File: config.mk
export PLATFORM = sky130hd
export DESIGN_NAME = dmem_scan
export DESIGN_NICKNAME = d
export VERILOG_FILES = /design/src/rtl/dmem_scan.sv
export SDC_FILE = /design/constraint.sdc
export NUM_CORES = 1
export LEC_CHECK = 0
export CORE_MARGIN = 10
export CORE_UTILIZATION = 35
export CTS_CLUSTER_SIZE = 40
export DETAILED_ROUTE_END_ITERATION = 10
export HOLD_SLACK_MARGIN = 0.02
export MAX_ROUTING_LAYER = met4
export PLACE_DENSITY = 0.61
export SYNTH_ARGS = -nofsm -noshare
export SYNTH_HDL_FRONTEND = slang
export SYNTH_SLANG_ARGS = --single-unit
File: constraint.sdc
create_clock -name clk -period 4 [get_ports clk]
set_input_delay 0.4 -clock clk [delete_from_list [all_inputs] [get_ports clk]]
set_output_delay 0.4 -clock clk [all_outputs]
set_load 0.05 [all_outputs]
File: src/rtl/dmem_scan.sv
// Data-memory scan engine: walks a contiguous (wrapping) address range through
// the memory's read-only port and streams words out with address, last flag and checksum.
module dmem_scan #(
  parameter int AW = 8,
  parameter int DW = 32
) (
  input  logic          clk,
  input  logic          rstn,
  input  logic          start,
  input  logic          abort,
  input  logic [AW-1:0] base,
  input  logic [AW:0]   count,
  output logic [AW-1:0] radd,
  input  logic [DW-1:0] rdata,
  output logic          out_valid,
  input  logic          out_ready,
  output logic [DW-1:0] out_data,
  output logic [AW-1:0] out_addr,
  output logic          out_last,
  output logic          busy,
  output logic          done,
  output logic [DW-1:0] sum
);

  typedef enum logic [1:0] {IDLE, RUN, DRAIN} state_t;

  state_t        state_q, state_d;
  logic [AW-1:0] radd_q, radd_d;
  logic [AW:0]   remaining_q, remaining_d;
  logic          out_valid_q, out_valid_d;
  logic [DW-1:0] out_data_q, out_data_d;
  logic [AW-1:0] out_addr_q, out_addr_d;
  logic          out_last_q, out_last_d;
  logic          done_q, done_d;
  logic [DW-1:0] sum_q, sum_d;
  logic          handshake;

  assign handshake = out_valid_q && out_ready;

  always_comb begin
    state_d     = state_q;
    radd_d      = radd_q;
    remaining_d = remaining_q;
    out_valid_d = out_valid_q;
    out_data_d  = out_data_q;
    out_addr_d  = out_addr_q;
    out_last_d  = out_last_q;
    done_d      = 1'b0;
    sum_d       = sum_q;

    // The checksum counts every accepted word, including one accepted alongside abort.
    if (handshake) begin
      sum_d = sum_q + out_data_q;
    end

    if (abort) begin
      state_d     = IDLE;
      out_valid_d = 1'b0;
      out_last_d  = 1'b0;
    end else begin
      case (state_q)
        IDLE: begin
          if (start) begin
            sum_d = '0;
            if (count == '0) begin
              done_d = 1'b1;
            end else begin
              state_d     = RUN;
              radd_d      = base;
              remaining_d = count;
            end
          end
        end
        RUN: begin
          // Fetch whenever the output slot is empty or being emptied this cycle.
          if (!out_valid_q || out_ready) begin
            out_data_d  = rdata;
            out_addr_d  = radd_q;
            out_valid_d = 1'b1;
            out_last_d  = (remaining_q == (AW+1)'(1));
            radd_d      = radd_q + AW'(1);
            remaining_d = remaining_q - (AW+1)'(1);
            if (remaining_q == (AW+1)'(1)) begin
              state_d = DRAIN;
            end
          end
        end
        DRAIN: begin
          if (handshake) begin
            out_valid_d = 1'b0;
            out_last_d  = 1'b0;
            state_d     = IDLE;
            done_d      = 1'b1;
          end
        end
        default: state_d = IDLE;
      endcase
    end
  end

  always_ff @(posedge clk or negedge rstn) begin
    if (!rstn) begin
      state_q     <= IDLE;
      radd_q      <= '0;
      remaining_q <= '0;
      out_valid_q <= 1'b0;
      out_data_q  <= '0;
      out_addr_q  <= '0;
      out_last_q  <= 1'b0;
      done_q      <= 1'b0;
      sum_q       <= '0;
    end else begin
      state_q     <= state_d;
      radd_q      <= radd_d;
      remaining_q <= remaining_d;
      out_valid_q <= out_valid_d;
      out_data_q  <= out_data_d;
      out_addr_q  <= out_addr_d;
      out_last_q  <= out_last_d;
      done_q      <= done_d;
      sum_q       <= sum_d;
    end
  end

  assign radd      = radd_q;
  assign out_valid = out_valid_q;
  assign out_data  = out_data_q;
  assign out_addr  = out_addr_q;
  assign out_last  = out_last_q;
  assign busy      = (state_q == RUN) || (state_q == DRAIN);
  assign done      = done_q;
  assign sum       = sum_q;

endmodule

==> run summary, run 1 <==
Detailed Place HPWL: 12.6 mm
H-tree Lvls: 3
Net Count, Synth: 706
Syn Area/Cell: 9.47 um2
DR DRC count: 0
Via density: 5.31
IO buf count: 137
die width: 149 um
Synth Register Bits: 94
Final Critical Period: 2750 ps
GPL Wtd Cong: 0.872
hold violation total from the final report: 0
clk slew on worst S/H paths: 60 ps
Synth Cell Area: 5800 um2
Met1 Wirelength: 7.96 mm
FP Rows: 47
largest net degree at the start of global routing: 49
worst setup margin: 1250 ps
Starting Density: 35.4%
RSZ-0062 raised after global routing: false
die area: 22100 um2
Clock Skew: 7.99 ps
setup_tns: 0 ps
Synth Instances: 613
critical path capture point type: flop
Setup CP Type: reg -> reg
endpoints failing setup: 0
Top-Level Pins: 138
status: finished, final reports clean
Max Cap Viol: 0
WL/cell: 17.4 um
vias in the first global route: 5227
Place WS: 1010 ps
Slew Limit Fails: 0
asr flop ratio synth: 100%
worst-path fanout max: 5
DR WL met2: 7.39 mm
CTS Buffer Depth: 2
Yosys top cell by area: dfrtp_1
CTS resizes: 0
part of the Yosys area used for sequential elements: 40.5%
HP Class: in -> async
Req. time, crit path: 4220 ps
Worst-Skew Late Latency: 350 ps
vias post-DR: 5149
initial drt markers: 321
CTS tree: yes
Remaining Overflow, GRT: 0
Sink Count: 94
Initial DRT Pass Iterations: 4
worst path arrival time: 2960 ps
routed wire length on met3: 1.38 mm
Post-CTS Hold Fix Bufs: 1
CP startpoint kind: flop
Core Area: 16400 um2
number of synthesized flops with an enable pin: 0
clock root cell: clkbuf_16
top cells by area, synth: dfrtp_1, ha_1, mux2_2, a21oi_1, nand2_1
Area Growth Syn to Fin: 33.3%
setup bufs post-CTS: 0
YS warnings: 0
first-pass GRT wire length: 27.4 mm
Detail Route Antenna Nets: 0
fin nets: 838
top-area cell type share of the netlist area: 40.5%
Top Metal Used: met4
Worst-Margin Slew: 649 ps
Hold WS: 404 ps
Peak Freq: 364 MHz
Total Wirelength: 16.9 mm
share of layout cells above drive strength 1: 10.7%
initial antenna violation count: 0
Antenna Cells: 0
Die Y: 149 um
GRT Overall Usage: 15.7%
period utilization: 68.6%
Synth Flop Type: dfrtp_1
FILL cells: 1515
Slew HR: 56.7%
Netlist cell types: 59
cts bufs inserted: 9
## synthesized netlist by cell type (all sizes together), types with 4 or more instances
| library cell | n |
|---|---|
| a31oi | 5 |
| dfrtp | 94 |
| nand3 | 30 |
| o22ai | 13 |
| nor3 | 11 |
| xnor2 | 10 |
| mux2i | 6 |
| buf | 8 |
| nand2b | 7 |
| a211oi | 6 |
| and3 | 8 |
| a21o | 15 |
| inv | 16 |
| nor2 | 36 |
| a211o | 4 |
| clkbuf | 18 |
| nor2b | 4 |
| nand2 | 61 |
| ha | 38 |
| o21ai | 52 |
| xor2 | 15 |
| nand4 | 6 |
| a21oi | 66 |
| mux2 | 41 |
## layout by cell type, fill, tap and decap left out, drive strengths merged, types with 13 or more instances in the layout
cell type / n
ha: 38
inv: 16
nor2: 36
nand2: 61
a21oi: 66
dfrtp: 94
a21o: 15
nand3: 30
o21ai: 52
mux2: 41
clkdlybuf4s50: 136
xor2: 15
o22ai: 13
## stage by stage
stage                     area (um2)  std cells  utilization, %
final                           7740        970            47.2
after global routing            7740        970            47.2
after CTS                       7740        970            47.2
after detailed placement        7410        953            45.2
after global placement          7410        953            45.2
after floorplan                 5800        613               -
## final timing paths
path | start | end | slack [ps] | depth (start not counted)
worst max-delay path | out_data[0]$_DFFE_PN0P_ | sum[18]$_DFF_PN0_ | 1250 | 9
worst min register to register | out_addr[7]$_DFFE_PN0P_ | out_addr[7]$_DFFE_PN0P_ | 510 | 1
min in group clk | out_addr[7]$_DFFE_PN0P_ | out_addr[7]$_DFFE_PN0P_ | 510 | 1
worst max register to register | out_data[0]$_DFFE_PN0P_ | sum[18]$_DFF_PN0_ | 1250 | 9
max in group asynchronous | rstn | radd[2]$_DFFE_PN0P_ | 2750 | 3
worst min-delay path | rstn | sum[7]$_DFF_PN0_ | 400 | 2
## state kept, by name (all words and copies together) (netlist names)
register and flops:
done 1, out_addr 8, out_last 1, out_valid 1, radd 8, remaining_q 9
state_q 2, sum 32, out_data 32
## worst max-delay path, stage by stage, from the launching register on
cell and delay (ps):
dfrtp_1 390, ha_1 240, fa_1 420, a21o_1 210, a221oi_2 410, o221a_4 330, o21ai_2 100, a211oi_2 250
xor2_1 170, a21oi_1 80
## cell families after synthesis
kind of cell | Yosys count | share of synthesized area [%]
AO/OA/AOI/OAI | 188 | 20.6
XOR/XNOR | 25 | 3.77
adder cells (fa/ha/maj) | 39 | 8.54
buffers and inverters | 42 | 2.91
flip-flops | 94 | 40.5
multiplexers | 47 | 9.06
AND/OR/NAND/NOR | 178 | 14.6
## layer usage
layer | vias to the layer above | global-route usage, %
li1 | 2512 | -
met1 | 2446 | 20.2
met2 | 175 | 23.1
met3 | 16 | 5.46
met4 | 0 | 3.97
met5 | - | -
## layout make-up
cell class	count	area, um2	area share, %
clock buffer	12	246	3.19
timing repair buffer	147	1450	18.7
inverter	16	60.1	0.776
multi-input combinational	477	3290	42.5
tap	220	275	3.56
sequential	94	2350	30.4
clock inverter	4	70.1	0.906
Power of run 1 is left out: the tool's default activity adds up to more than one toggle a clock period on the data nets, which glitch-free logic cannot reach.
==> inputs of run 2 (changes only) <==
==> constraint.sdc (replaced) <==
create_clock -name clk -period 2.9 [get_ports clk]
set_input_delay 0.29 -clock clk [delete_from_list [all_inputs] [get_ports clk]]
set_output_delay 0.29 -clock clk [all_outputs]
set_load 0.05 [all_outputs]
==> run 2 against run 1 <==
Worst setup slack worse by 1000 ps. Sequential cell count stayed put. Register-to-register slack worse by 1000 ps. Maximum frequency is 2.0% higher. Critical path depth stayed put. Worst hold slack better by 54 ps. Via count is 0.19% lower. Critical path type unchanged. Critical endpoint is now sum[26]$_DFF_PN0_.
==> run summary, run 2 (synthesis gave the netlist of run 1 again) <==
period utilization: 92.8%
Die Y: 149 um
CP max stage delay: 410 ps
CP startpoint kind: flop
H-tree Lvls: 3
Sink Count: 94
critical path capture point type: flop
DP Area: 7450 um2
vias in the first global route: 5273
Slew Limit Fails: 0
WL/cell: 17.7 um
clock root cell: clkbuf_16
Met1 Wirelength: 7.96 mm
Setup CP Type: reg -> reg
Slew HR: 59.2%
Req. time, crit path: 3100 ps
worst path arrival time: 2890 ps
number of cells on the critical path: 9
CTS Buffer Depth: 2
Place WS: 195 ps
endpoints failing setup: 0
setup_tns: 0 ps
Final Critical Period: 2690 ps
Crit path buffers/inverters: 0
clk slew on worst S/H paths: 80 ps
Initial DRT Pass Iterations: 5
FP Rows: 47
Clock Skew: 15.6 ps
R2R Path End: sum[26]$_DFF_PN0_
IO buf count: 137
largest net degree at the start of global routing: 58
HP Class: in -> async
FILL cells: 1514
status: finished, final reports clean
reg2reg start: out_data[0]$_DFFE_PN0P_
Via density: 5.29
worst-path fanout max: 5
Starting Density: 35.4%
die width: 149 um
share of layout cells above drive strength 1: 10.8%
Worst-Skew Late Latency: 360 ps
CP Capture Point: sum[26]$_DFF_PN0_
post-route cell area: 7740 um2
Top Metal Used: met4
Total Wirelength: 17.2 mm
Crit path max-delay family: compound AO/OA/AOI/OAI gates
RSZ-0062 raised after global routing: false
sequence of cells on the critical path: ha_1, fa_1, a21o_1, a221oi_4, o221a_4, nor3_2, o31ai_1, xor2_1, a21oi_1
DR WL met2: 7.76 mm
GPL Wtd Cong: 0.877
hold violation total from the final report: 0
CTS tree: yes
vias post-DR: 5139
Top-Level Pins: 138
DR DRC count: 0
Detailed Place HPWL: 13.0 mm
die area: 22100 um2
cts bufs inserted: 9
Antenna Cells: 0
Peak Freq: 371 MHz
Crit-path slowest cell: fa_1
fin nets: 841
most frequent cells in the layout: clkdlybuf4s50_1, dfrtp_1, a21oi_1
GRT Overall Usage: 16.1%
Detail Route Antenna Nets: 0
initial drt markers: 342
r2r setup slk: 210 ps
Area Growth Syn to Fin: 33.3%
Finished Core Util: 47.2%
routed wire length on met3: 1.33 mm
first-pass GRT wire length: 27.9 mm
Core Area: 16400 um2
initial antenna violation count: 0
worst setup margin: 208 ps
cells on worst reg2reg path: 9
Remaining Overflow, GRT: 0
Max Cap Viol: 0
crit path from: out_data[0]$_DFFE_PN0P_
Worst-Margin Slew: 612 ps
commonest non-fill, non-tap cell in the layout: clkdlybuf4s50_1
## run 2: cell count changes in the layout (fill, tap and decap cells not counted), sizes merged
cell and delta:
clkbuf +2, buf +3, clkinv -1, bufinv -2
## run 2: metrics by stage
| stage | hold WS (ps) | std cells |
|---|---|---|
| global route | 506 | 972 |
| global placement | 301 | 956 |
| finish | 458 | 972 |
| detailed placement | 307 | 956 |
| CTS | 472 | 972 |
| floorplan | -5.59 | 613 |
## run 2: final cells by class
class,instances,area [um2],share of cell area (%)
multi-input combinational,477,3300,42.6
inverter,16,60.1,0.776
clock inverter,1,5.00,0.0647
tap,220,275,3.56
timing repair buffer,150,1480,19.1
sequential,94,2350,30.4
clock buffer,14,264,3.41
## run 2: worst reg2reg max path: cells and delay by family, from the launching register on
family | cells | cell delay (ps)
xor gates and xnor gates | 1 | 190
adders and majority gates | 2 | 660
and+or+nand+nor | 1 | 70
DFF | 1 | 390
AOI/OAI and AO/OA | 5 | 1240
## run 2: how the worst min path moves through the flow
| stage | start | end | slack, ps | cells after the start |
|---|---|---|---|---|
| global placement | rstn | out_data[5]$_DFFE_PN0P_ | 300 | 1 |
| global route | rstn | out_data[5]$_DFFE_PN0P_ | 510 | 2 |
| floorplan | rstn | done$_DFF_PN0_ | -6 | 0 |
| finish | rstn | sum[17]$_DFF_PN0_ | 460 | 2 |
| CTS | rstn | sum[17]$_DFF_PN0_ | 470 | 2 |
| detailed placement | rstn | out_data[5]$_DFFE_PN0P_ | 310 | 1 |
## run 2: routing by layer
layer	GRT usage, %	up-vias
li1	-	2514
met1	20.2	2469
met2	24.7	149
met3	5.95	7
met4	2.89	0
met5	-	-
## run 2: repair_timing
item	CTS	global route
setup endpoints to repair	0	1
hold endpoints to repair	37	0
hold buffers	1	0
buffers inserted	0	0
resized for setup	0	1
Power of run 2 is left out for the same reason.
